===== src/rtl/pong_pkg.sv =====
// Shared encodings for the Pong match controller: FSM states, winner codes,
// serve directions and the default score width.
package pong_pkg;

  localparam int DEFAULT_SCORE_WIDTH = 4;

  typedef enum logic [2:0] {
    ST_IDLE       = 3'd0,
    ST_SERVE_WAIT = 3'd1,
    ST_RUNNING    = 3'd2,
    ST_POINT      = 3'd3,
    ST_GAME_OVER  = 3'd4
  } state_t;

  typedef enum logic [1:0] {
    WIN_NONE = 2'b00,
    WIN_P1   = 2'b01,
    WIN_P2   = 2'b10
  } winner_t;

  localparam logic SERVE_TO_P1 = 1'b0;
  localparam logic SERVE_TO_P2 = 1'b1;

endpackage


===== src/rtl/pong_serve_timer.sv =====
// Serve delay counter: counts enabled cycles and flags the last one, then wraps
// to zero. Holding i_Enable low freezes the count; i_Clear forces it to zero.
module pong_serve_timer #(
  parameter int c_SERVE_DELAY = 25000000
) (
  input  logic i_Clk,
  input  logic i_Rst_n,
  input  logic i_Enable,
  input  logic i_Clear,
  output logic o_Done
);

  localparam int CW = (c_SERVE_DELAY > 1) ? $clog2(c_SERVE_DELAY) : 1;
  localparam logic [CW-1:0] LAST = CW'(c_SERVE_DELAY - 1);

  logic [CW-1:0] count_reg;

  assign o_Done = (count_reg == LAST);

  always_ff @(posedge i_Clk or negedge i_Rst_n) begin
    if (!i_Rst_n) begin
      count_reg <= '0;
    end else if (i_Clear) begin
      count_reg <= '0;
    end else if (i_Enable) begin
      count_reg <= o_Done ? '0 : count_reg + 1'b1;
    end
  end

endmodule


===== src/rtl/pong_match_ctrl.sv =====
// Pong match sequencer: start/serve/rally/point/game-over FSM with score keeping.
// Optional pause input and behaviour are built when PONG_PAUSE_EN is defined.
module pong_match_ctrl
  import pong_pkg::*;
#(
  parameter int c_SERVE_DELAY = 25000000,
  parameter int c_WIN_SCORE   = 9,
  parameter int c_SCORE_WIDTH = DEFAULT_SCORE_WIDTH
) (
  input  logic                     i_Clk,
  input  logic                     i_Rst_n,
  input  logic                     i_Start,
  input  logic                     i_P1_Miss,
  input  logic                     i_P2_Miss,
`ifdef PONG_PAUSE_EN
  input  logic                     i_Pause,
`endif
  output logic                     o_Game_Active,
  output logic                     o_Ball_Reset,
  output logic                     o_Serve_Dir,
  output logic [c_SCORE_WIDTH-1:0] o_P1_Score,
  output logic [c_SCORE_WIDTH-1:0] o_P2_Score,
  output logic [1:0]               o_Winner,
  output logic [2:0]               o_State
);

  localparam logic [c_SCORE_WIDTH-1:0] WIN = c_SCORE_WIDTH'(c_WIN_SCORE);

  state_t                   state_reg, state_next;
  logic [c_SCORE_WIDTH-1:0] p1_reg, p1_next;
  logic [c_SCORE_WIDTH-1:0] p2_reg, p2_next;
  winner_t                  winner_reg, winner_next;
  logic                     dir_reg, dir_next;
  logic                     ball_reset_reg, ball_reset_next;
  logic                     active_reg, active_next;
  logic                     start_d_reg;
  logic                     start_rise;
  logic                     hold;
  logic                     timer_done;

  assign start_rise = i_Start & ~start_d_reg;

`ifdef PONG_PAUSE_EN
  logic pause_d_reg;
  logic paused_reg, paused_next;
  logic pause_rise;

  assign pause_rise = i_Pause & ~pause_d_reg;
  // Toggled value gates this cycle's decisions so the counter freezes on the press edge.
  assign hold       = paused_reg ^ pause_rise;

  always_comb begin
    paused_next = hold;
    if (state_next == ST_IDLE || state_next == ST_GAME_OVER)
      paused_next = 1'b0;
  end

  always_ff @(posedge i_Clk or negedge i_Rst_n) begin
    if (!i_Rst_n) begin
      pause_d_reg <= 1'b0;
      paused_reg  <= 1'b0;
    end else begin
      pause_d_reg <= i_Pause;
      paused_reg  <= paused_next;
    end
  end

  assign active_next = (state_next == ST_RUNNING) && !paused_next;
`else
  assign hold        = 1'b0;
  assign active_next = (state_next == ST_RUNNING);
`endif

  pong_serve_timer #(
    .c_SERVE_DELAY(c_SERVE_DELAY)
  ) u_timer (
    .i_Clk   (i_Clk),
    .i_Rst_n (i_Rst_n),
    .i_Enable(state_reg == ST_SERVE_WAIT && !hold),
    .i_Clear (state_reg != ST_SERVE_WAIT),
    .o_Done  (timer_done)
  );

  always_comb begin
    state_next      = state_reg;
    p1_next         = p1_reg;
    p2_next         = p2_reg;
    winner_next     = winner_reg;
    dir_next        = dir_reg;
    ball_reset_next = 1'b0;

    case (state_reg)
      ST_IDLE, ST_GAME_OVER: begin
        if (start_rise) begin
          p1_next         = '0;
          p2_next         = '0;
          winner_next     = WIN_NONE;
          dir_next        = SERVE_TO_P1;
          ball_reset_next = 1'b1;
          state_next      = ST_SERVE_WAIT;
        end
      end

      ST_SERVE_WAIT: begin
        if (!hold && timer_done)
          state_next = ST_RUNNING;
      end

      ST_RUNNING: begin
        if (!hold) begin
          if (i_P1_Miss && !i_P2_Miss) begin
            if (p2_reg < WIN)
              p2_next = p2_reg + 1'b1;
            dir_next   = SERVE_TO_P1;
            state_next = ST_POINT;
          end else if (i_P2_Miss && !i_P1_Miss) begin
            if (p1_reg < WIN)
              p1_next = p1_reg + 1'b1;
            dir_next   = SERVE_TO_P2;
            state_next = ST_POINT;
          end else if (i_P1_Miss && i_P2_Miss) begin
            // Simultaneous misses are a replay: no score, serve direction kept.
            state_next = ST_POINT;
          end
        end
      end

      ST_POINT: begin
        if (p1_reg == WIN) begin
          winner_next = WIN_P1;
          state_next  = ST_GAME_OVER;
        end else if (p2_reg == WIN) begin
          winner_next = WIN_P2;
          state_next  = ST_GAME_OVER;
        end else begin
          ball_reset_next = 1'b1;
          state_next      = ST_SERVE_WAIT;
        end
      end

      default: state_next = ST_IDLE;
    endcase
  end

  always_ff @(posedge i_Clk or negedge i_Rst_n) begin
    if (!i_Rst_n) begin
      state_reg      <= ST_IDLE;
      p1_reg         <= '0;
      p2_reg         <= '0;
      winner_reg     <= WIN_NONE;
      dir_reg        <= 1'b0;
      ball_reset_reg <= 1'b0;
      active_reg     <= 1'b0;
      start_d_reg    <= 1'b0;
    end else begin
      state_reg      <= state_next;
      p1_reg         <= p1_next;
      p2_reg         <= p2_next;
      winner_reg     <= winner_next;
      dir_reg        <= dir_next;
      ball_reset_reg <= ball_reset_next;
      active_reg     <= active_next;
      start_d_reg    <= i_Start;
    end
  end

  assign o_Game_Active = active_reg;
  assign o_Ball_Reset  = ball_reset_reg;
  assign o_Serve_Dir   = dir_reg;
  assign o_P1_Score    = p1_reg;
  assign o_P2_Score    = p2_reg;
  assign o_Winner      = winner_reg;
  assign o_State       = state_reg;

endmodule


===== config.mk =====
export PLATFORM = sky130hd
export DESIGN_NAME = pong_match_ctrl
export DESIGN_NICKNAME = d
export VERILOG_FILES = /design/src/rtl/pong_pkg.sv /design/src/rtl/pong_serve_timer.sv /design/src/rtl/pong_match_ctrl.sv
export SDC_FILE = /design/constraint.sdc
export NUM_CORES = 1
export LEC_CHECK = 0
export ABC_CLOCK_PERIOD_IN_PS = 2300
export BUFFER_PORTS_ARGS = -buffer_cell sky130_fd_sc_hd__buf_2
export CAP_MARGIN = 0
export CORE_ASPECT_RATIO = 1.1
export CORE_MARGIN = 2
export CORE_UTILIZATION = 50
export CTS_CLUSTER_SIZE = 20
export DETAILED_ROUTE_END_ITERATION = 12
export PLACE_DENSITY = 0.69
export SLEW_MARGIN = 10
export SYNTH_ARGS = -nofsm -noshare
export SYNTH_HDL_FRONTEND = slang
export SYNTH_HIERARCHICAL = 1
export SYNTH_SLANG_ARGS = --single-unit

===== constraint.sdc =====
create_clock -name i_Clk -period 2.3 [get_ports i_Clk]
set_input_delay 0.345 -clock i_Clk [delete_from_list [all_inputs] [get_ports i_Clk]]
set_output_delay 0.345 -clock i_Clk [all_outputs]
set_load 0.01 [all_outputs]

==> results by group <==
Finish
  – Fin util: 58.28%
  – Commonest non-fill, non-tap cell in the layout: dfrtp_1
  – Diodes inserted: 0
  – Proportion of layout cells with a drive suffix above 1: 20.82%
  – Reg area: 0.001051 mm²
  – Area of the multi-input gates: 0.001410 mm²
  – Fillers: 453
  – Most frequent cells in the layout: 42 x dfrtp_1, 25 x nand2_1, 20 x buf_2
  – Area grow syn2layout: 13.49%
  – Max FFs per register: 25
  – Final #Nets: 306

GRT
  – Met1 Track Usage GR: 29.45%
  – Initial antenna violation count: 0
  – GR Overflow Total: 0
  – Met3 Use GR: 4.188%
  – Gr usage total: 22.82%
  – Vias in the first global route: 2107
  – Busiest metal layer after global routing: met2
  – Global-route wire length before repair: 10210 µm
  – Met2 track demand over resource: 38.90%
  – Pin count of the biggest net entering global routing: 28

Timing
  – Slew @ Worst Pin: 0.5894 ns
  – Relative slew slack: 60.40%
  – Final hold slack: -0.008024 ns
  – Hold Vio Cnt, Final: 13
  – Min Tclk post-route: 2.055 ns
  – Period utilization: 89.33%
  – Setup Viol. Count Final: 0
  – F_max: 486.7 MHz
  – Fin. max-slew vios: 0
  – Worst Skew: 0.009071 ns
  – Setup TNS: 0 ns
  – Unrepaired setup endpoints after global routing: no

Clocking
  – Max Buffers Root-to-Sink: 2
  – CTS sink cnt: 42
  – CTS Hold Bufs: 0
  – Number of gates resized after cts: 0
  – H-tree depth: 2
  – Clock Pin Slew Worst Setup and Hold Paths: 0.09 ns
  – Setup bufs post-CTS: 0
  – TritonCTS Buffers: 5
  – Clock Tree Root: clkbuf_8
  – CTS tree: yes
  – Worst-Skew Late Latency: 0.30 ns

Setup path
  – CP peak stage delay: 0.47 ns
  – WP data required: 2.53 ns
  – R2R Path Start: u_timer/count_reg[0]
  – Nature of the critical path startpoint: flip-flop
  – Flop-to-flop setup slack: 0.25 ns
  – Slowest-stage cell, CP: or4_1
  – Levels on crit path: 6
  – Worst-path maximum fanout: 6
  – R2r endpoint: u_timer/count_reg[19]
  – Kind of critical path: reg2reg
  – Origin of the worst setup path: u_timer/count_reg[0]
  – Worst-case reg-to-reg path depth: 6
  – Critical Path AT: 2.28 ns
  – CP Capture Type: flip-flop
  – Crit path cell chain: ha_1 -> and3b_1 -> and4_4 -> a21o_1 -> or4_1 -> a21oi_1
  – CP Buf/Inv Count: 0
  – Setup crit end: u_timer/count_reg[19]
  – Delay-heaviest family, CP: simple AND/OR/NAND/NOR gates

Die
  – Num ports: 21
  – Die area: 0.005688 mm²
  – Die Wd: 72.09 µm
  – Initial core utilization: 51.35%
  – Site row count: 27
  – Die height: 78.90 µm
  – Core area: 0.004966 mm²

Logic synthesis
  – Synth Cell Area: 0.002550 mm²
  – Sequential fraction of the synthesis area: 41.22%
  – Ys Warns: 6
  – Post-synth ARST share: 100.0%
  – FF+latch count, synth: 42
  – Mean Syn Cell Area: 9.770 µm²
  – Net count after synthesis: 275
  – Synth unique cells: 62
  – Mapped Cells: 261
  – Top FF cell, synth: dfrtp_1
  – EDFF count, synth: 0

Placed design
  – DP Wirelength: 4216 µm
  – Port Buffers: 20
  – RD Place Congestion: 0.9419

Drt
  – Drt wl/cell: 16.59 µm
  – DR vias: 2154
  – Vias per cell: 6.137
  – Final WL: 5822 µm
  – Drt first-iter violations: 251
  – # DRC: 0
  – Drt pass-1 iters: 4
  – ANT nets after route: 0

Job
  – Max-Cap Viols: 0

Status
  – Status: finished, violations left
  – Violated checks: negative hold slack

Pwr
  – Pwr/cell area: 612.8 mW/mm²
  – Peak VDD IR: 0.0003809 V
  – Pleak: 0.001266 µW

Min path
  – Worst hold path type: in2async
[cells in the mapped netlist, drive strengths merged, types with 2 or more instances]
cell type	instances	share of area, %
inv	11	1.6
a211oi	5	2.0
xor2	3	1.0
ha	9	4.4
nand4	7	2.3
and4	4	1.5
mux2	2	0.88
nand2	26	3.9
o21ai	15	2.9
dfrtp	42	41
or4	5	1.6
and3	9	2.2
nor4	9	3.6
a32o	5	2.0
a21oi	11	2.2
o211ai	3	0.88
a31oi	2	0.49
mux2i	5	2.0
nand3b	3	0.88
nor4b	7	2.4
buf	4	0.98
nand3	11	2.2
o21a	2	0.59
a21o	3	0.93
nor3	7	1.4
nor2	13	1.9
or3b	2	0.69
nand2b	4	0.98
clkbuf	6	0.88
a31o	6	2.1
nor2b	2	0.49
[where the power goes]
| group | internal, µW | leakage, µW | switching [µW] |
|---|---|---|---|
| combinational | 115 | 0.000659 | 140 |
| clock | 323 | 0.0000504 | 272 |
| sequential | 812 | 0.000557 | 111 |
| total | 1250 | 0.00127 | 523 |
[kinds of logic after synthesis]
kind of cell	share of synthesized area (%)
simple gates	29.24
compound gates	17.42
flops	41.22
buf+inv	3.484
fa+ha+maj	4.416
mux	2.846
xor+xnor	1.374
[per-stage QoR]
| stage | instance area [µm²] | instances | setup slack, ns | power (µW) | hold WS [ns] |
|---|---|---|---|---|---|
| global route | 2894 | 351 | 0.1191 | 1880 | 0.02562 |
| global placement | 2780 | 343 | 0.2534 | 1186 | 0.3311 |
| floorplan | 2550 | 261 | 0.2573 | 1100 | 0.04941 |
| CTS | 2894 | 351 | 0.2399 | 1794 | 0.005066 |
| detailed placement | 2780 | 343 | 0.2475 | 1194 | 0.3324 |
| finish | 2894 | 351 | 0.2455 | 1774 | -0.008024 |
[final cells by class]
class / instances / share of cell area [%]
Multi-Input combinational cell: 198 / 48.72
Sequential cell: 42 / 36.32
Tap cell: 58 / 2.508
Inverter: 11 / 1.427
Timing Repair Buffer: 34 / 7.090
Clock inverter: 3 / 1.556
Clock buffer: 5 / 2.378
[per-layer routing]
metal / share of wire [%] / vias up
li1: - / 1047
met4: 1.3 / 0
met5: 0 / -
met1: 45 / 1048
met2: 50 / 52
met3: 4.4 / 7
[worst min-delay path by stage]
stage                           endpoint  cells after the start
CTS                 u_timer/count_reg[9]                      1
detailed placement  u_timer/count_reg[4]                      1
global placement    u_timer/count_reg[4]                      1
global route        u_timer/count_reg[9]                      1
finish              u_timer/count_reg[9]                      1
floorplan                   o_Ball_Reset                      0
(Power assumes the default switching activity.)
